**src/rtl/cnn_stage_sequencer.sv**
```systemverilog
// Layer sequencer for the quickdraw CNN: launches each stage in order with a one-cycle
// start pulse, waits for its done pulse, and reports timeouts, stray dones and aborts.
module cnn_stage_sequencer #(
    parameter int NUM_STAGES = 5,
    parameter int TIMEOUT    = 200000,
    parameter int TIMEOUT_W  = 20
) (
    input  logic                          clk,
    input  logic                          reset,
    input  logic                          start,
    input  logic                          abort,
    input  logic [NUM_STAGES-1:0]         stage_done,
    output logic [NUM_STAGES-1:0]         stage_start,
    output logic                          busy,
    output logic                          done,
    output logic                          error,
    output logic [1:0]                    err_code,
    output logic [$clog2(NUM_STAGES)-1:0] cur_stage,
    output logic [31:0]                   cycle_count
);
    localparam int SW = $clog2(NUM_STAGES);
    localparam logic [SW-1:0]        LAST_STAGE = SW'(NUM_STAGES - 1);
    localparam logic [TIMEOUT_W-1:0] WD_LIMIT   = TIMEOUT_W'(TIMEOUT - 1);

    localparam logic [1:0] ERR_NONE     = 2'd0;
    localparam logic [1:0] ERR_TIMEOUT  = 2'd1;
    localparam logic [1:0] ERR_SPURIOUS = 2'd2;
    localparam logic [1:0] ERR_ABORT    = 2'd3;

    typedef enum logic [2:0] {
        S_IDLE,
        S_LAUNCH,
        S_WAIT,
        S_FINISH,
        S_ERROR
    } state_t;

    state_t                state, state_nx;
    logic [TIMEOUT_W-1:0]  watchdog, watchdog_nx;
    logic [1:0]            err_code_nx;
    logic [SW-1:0]         cur_stage_nx;
    logic                  run_clear;
    logic [NUM_STAGES-1:0] stage_sel;
    logic                  own_done;
    logic                  stray_done;

    // One-hot of the active stage; used both for the start pulse and done filtering.
    always_comb begin
        stage_sel  = NUM_STAGES'(1) << cur_stage;
        own_done   = |(stage_done & stage_sel);
        stray_done = |(stage_done & ~stage_sel);
    end

    always_comb begin
        state_nx     = state;
        watchdog_nx  = watchdog;
        err_code_nx  = err_code;
        cur_stage_nx = cur_stage;
        run_clear    = 1'b0;
        case (state)
            S_IDLE, S_ERROR: begin
                if (start) begin
                    state_nx     = S_LAUNCH;
                    cur_stage_nx = '0;
                    err_code_nx  = ERR_NONE;
                    run_clear    = 1'b1;
                end
            end
            S_LAUNCH: begin
                watchdog_nx = '0;
                if (abort) begin
                    state_nx    = S_ERROR;
                    err_code_nx = ERR_ABORT;
                end else begin
                    state_nx = S_WAIT;
                end
            end
            S_WAIT: begin
                // A correct done wins over any stray bits arriving with it.
                if (abort) begin
                    state_nx    = S_ERROR;
                    err_code_nx = ERR_ABORT;
                end else if (own_done) begin
                    if (cur_stage == LAST_STAGE) begin
                        state_nx = S_FINISH;
                    end else begin
                        cur_stage_nx = cur_stage + 1'b1;
                        state_nx     = S_LAUNCH;
                    end
                end else if (stray_done) begin
                    state_nx    = S_ERROR;
                    err_code_nx = ERR_SPURIOUS;
                end else if (watchdog == WD_LIMIT) begin
                    state_nx    = S_ERROR;
                    err_code_nx = ERR_TIMEOUT;
                end else begin
                    watchdog_nx = watchdog + 1'b1;
                end
            end
            S_FINISH: state_nx = S_IDLE;
            default:  state_nx = S_IDLE;
        endcase
    end

    always_ff @(posedge clk or posedge reset) begin
        if (reset) begin
            state     <= S_IDLE;
            watchdog  <= '0;
            err_code  <= ERR_NONE;
            cur_stage <= '0;
        end else begin
            state     <= state_nx;
            watchdog  <= watchdog_nx;
            err_code  <= err_code_nx;
            cur_stage <= cur_stage_nx;
        end
    end

    // Counts LAUNCH and WAIT cycles only, saturating rather than wrapping.
    always_ff @(posedge clk or posedge reset) begin
        if (reset) begin
            cycle_count <= '0;
        end else if (run_clear) begin
            cycle_count <= '0;
        end else if ((state == S_LAUNCH || state == S_WAIT) && cycle_count != 32'hFFFF_FFFF) begin
            cycle_count <= cycle_count + 32'd1;
        end
    end

    always_comb begin
        stage_start = (state == S_LAUNCH) ? stage_sel : '0;
        busy        = (state == S_LAUNCH) || (state == S_WAIT) || (state == S_FINISH);
        done        = (state == S_FINISH);
        error       = (state == S_ERROR);
    end
endmodule
```
**config.mk**
```make
export PLATFORM = sky130hd
export DESIGN_NAME = cnn_stage_sequencer
export DESIGN_NICKNAME = d
export VERILOG_FILES = /design/src/rtl/cnn_stage_sequencer.sv
export SDC_FILE = /design/constraint.sdc
export NUM_CORES = 1
export LEC_CHECK = 0
export CORE_MARGIN = 4
export CORE_UTILIZATION = 52
export CTS_CLUSTER_SIZE = 25
export DETAILED_ROUTE_END_ITERATION = 6
export MAX_ROUTING_LAYER = met4
export PLACE_DENSITY = 0.86
export SYNTH_ARGS = -nofsm -noshare
export SYNTH_HDL_FRONTEND = slang
export SYNTH_SLANG_ARGS = --single-unit
```
**constraint.sdc**
```tcl
create_clock -name clk -period 5.5 [get_ports clk]
set_input_delay 1.1 -clock clk [delete_from_list [all_inputs] [get_ports clk]]
set_output_delay 1.1 -clock clk [all_outputs]
set_load 0.1 [all_outputs]
```
==> reports/qor.txt <==
Die W - 90.2 microns
crit-path max cell delay - 1140 ps
CP dominant cell by count - inv_1
clk_skew - 10.9 ps
pwr dens - 289 mW/mm^2
number of global-route vias before repair - 3109
static leakage - 0.00177 uW
Yosys Warn Count - 0
hold_buf cts - 0
Async SR Flop Fraction - 100%
CORE AREA - 0.00646 sq mm
Rows - 29
M3 GR Usage - 5.01%
Area Overhead vs Synth - 21.1%
RSZ-0062 raised after global routing - false
cell at the root of the clock tree - clkbuf_8
Routed wire per std cell - 16.8 microns
post-route insts no fill - 525
DRT iter0 DRCs - 255
Final Cycle Share - 69.4%
Hold Crit Class - flop to flop
Internal Power - 769 uW
CTS tree - yes
library cells used by synthesis - 48
Hold Path Depth - 1
share of cells above drive strength 1 - 6.47%
Total Wirelength - 8820 microns
critical-path cell list - inv_1 > nand3_1 > inv_1 > and3_1 > clkdlybuf4s50_1
Hold Violations, Final - 0
post_cts resized - 0
Max Cap Viol - 0
# diodes - 0
largest net degree at the start of global routing - 61
Sequential Power Share - 39.7%
hold path endpoint - watchdog[19]
Synth Flop Type - dfrtp_1
met1 Use GR - 30.2%
Avg Inst Size Synth - 8.80 sq um
initial core utilization - 54.4%
die height - 90.2 microns
Cells after Synth - 399
Hold Startpoint - watchdog[19]
# IOs - 54
HPWL Detailed - 5990 microns
worst r2r dst - cycle_count[0]
DRC errors left - 0
#FFs+latches synth - 60
GP Congestion - 0.865
Post-synth EDFFs - 0
Critical Path Fanout Max - 7
leading cell type in the layout, fill and taps excluded - dfrtp_1
required time worst endpoint - 4400 ps
CP Class - flop to output port
R2R Path Start - cycle_count[0]
pins over their slew limit - 0
first-pass GRT wire length - 14900 microns
final setup violation count - 0
remaining global-route overflow - 0
Seq/Total Area, Yosys - 42.8%
DRT antenna net count - 0
Final nets - 461
Tot GR Track Use - 22.7%
Startpoint Class - flop
Comb power frac - 28.2%
R2R cell count - 7
Slowest-stage cell, CP - clkdlybuf4s50_1
Worst slew margin - 25.0%
Via density - 6.10
Clock Sinks - 60
max frequency - 262 MHz
Initial DRT Pass Iterations - 6
Vias - 3203
IO buf count - 53
status - complete, no violations
clock latency on the worst-skew pair - 340 ps
internal reg-to-reg setup slack - 2600 ps
commonest cells after routing, fill and taps aside - dfrtp_1, clkdlybuf4s50_1, nor2_1
worst endpoint data arrival time - 2720 ps
Synth area leader - dfrtp_1
H-tree levels - 3
crit end category - output port
Max IR drop VDD - 0.259 mV
worst-margin pin slew - 1120 ps
Reg clk slew, reported paths - 60 ps
Synth top area share - 42.8%
crit path time final - 3820 ps
initial antenna violation count - 0
synthesized area - 0.00351 sq mm
Net Switching - 458 uW
Die ar. - 0.00813 sq mm
GRT busiest layer - met2
placed insts - 511
largest cells by area after synthesis - dfrtp_1, nor2_1, xor2_1
TritonCTS Buffers - 9
CTS max path bufs - 2
setup tns final - 0 ps
met2 usage - 33.4%
clock network power share - 32.0%
Sw Ratio - 37.3%
syn nets - 415
# Post-CTS Setup Buffers - 0
-- routing by layer --
layer,up-vias,part of all wire [%]
li1,1532,-
met1,1514,44
met2,140,48
met3,17,6.4
met4,0,2.1
met5,-,0
-- registers in the layout, indices dropped and copies added (netlist names) --
name / count
cycle_count: 32
watchdog: 20
err_code: 2
state: 3
cur_stage: 3
-- final cells by class --
cell class                      count  area (sq um)
Fill cell                         537          2210
Tap cell                           77          96.3
Sequential cell                    60          1500
Inverter                           14          52.6
Multi-Input combinational cell    305          1860
Clock buffer                       12           155
Clock inverter                      2          35.0
Timing Repair Buffer               55           546
-- cell usage after synthesis (5+ instances only) --
cell type	instances
a21oi_1	11
and2_1	7
and3_1	16
buf_2	5
clkbuf_1	10
dfrtp_1	60
ha_1	7
inv_1	14
nand2_1	28
nand3_1	28
nand4_1	22
nor2_1	52
nor3_1	11
nor4_1	5
o21ai_0	9
o21ai_1	24
o31ai_1	9
xnor2_1	8
xor2_1	20
-- power groups by stage --
stage               Combinational, uW  Sequential (uW)  Clock (uW)
CTS                               346              486         398
floorplan                         156              599           0
global placement                  339              492           0
global route                      365              491         419
detailed placement                345              494           0
finish                            346              487         393
-- how the worst max path moves through the flow --
| stage | start | end | depth (start not counted) |
|---|---|---|---|
| finish | state[2] | stage_start[1] | 5 |
| CTS | state[2] | stage_start[1] | 5 |
| global route | state[2] | stage_start[1] | 5 |
| detailed placement | state[2] | stage_start[1] | 5 |
| floorplan | cur_stage[1] | stage_start[0] | 4 |
| global placement | state[2] | stage_start[1] | 5 |
-- kinds of logic after synthesis --
| logic type | Yosys count | synth area share (%) |
|---|---|---|
| buf+inv | 34 | 4.13 |
| compound gates | 74 | 13.6 |
| simple gates | 191 | 28.5 |
| fa+ha+maj | 7 | 2.49 |
| xor+xnor | 28 | 6.99 |
| mux | 5 | 1.50 |
| flops | 60 | 42.8 |
-- worst max-delay path: cells and delay by family, from the launching register on --
kind	cells	cell delay (ps)
simple gates	2	450
buf+inv	3	1500
flops	1	440
-- per-stage QoR --
| step | hold slack (ps) | instance area, sq um | worst slack (ps) | total power [uW] | utilization, % |
|---|---|---|---|---|---|
| finish | 489 | 4250 | 1680 | 1230 | 65.8 |
| global route | 508 | 4250 | 1570 | 1270 | 65.8 |
| CTS | 484 | 4250 | 1690 | 1230 | 65.8 |
| detailed placement | 473 | 4060 | 2070 | 839 | 62.9 |
| global placement | 473 | 4060 | 2180 | 830 | 62.9 |
| floorplan | 449 | 3510 | 1060 | 755 | - |
(Power assumes the default switching activity.)
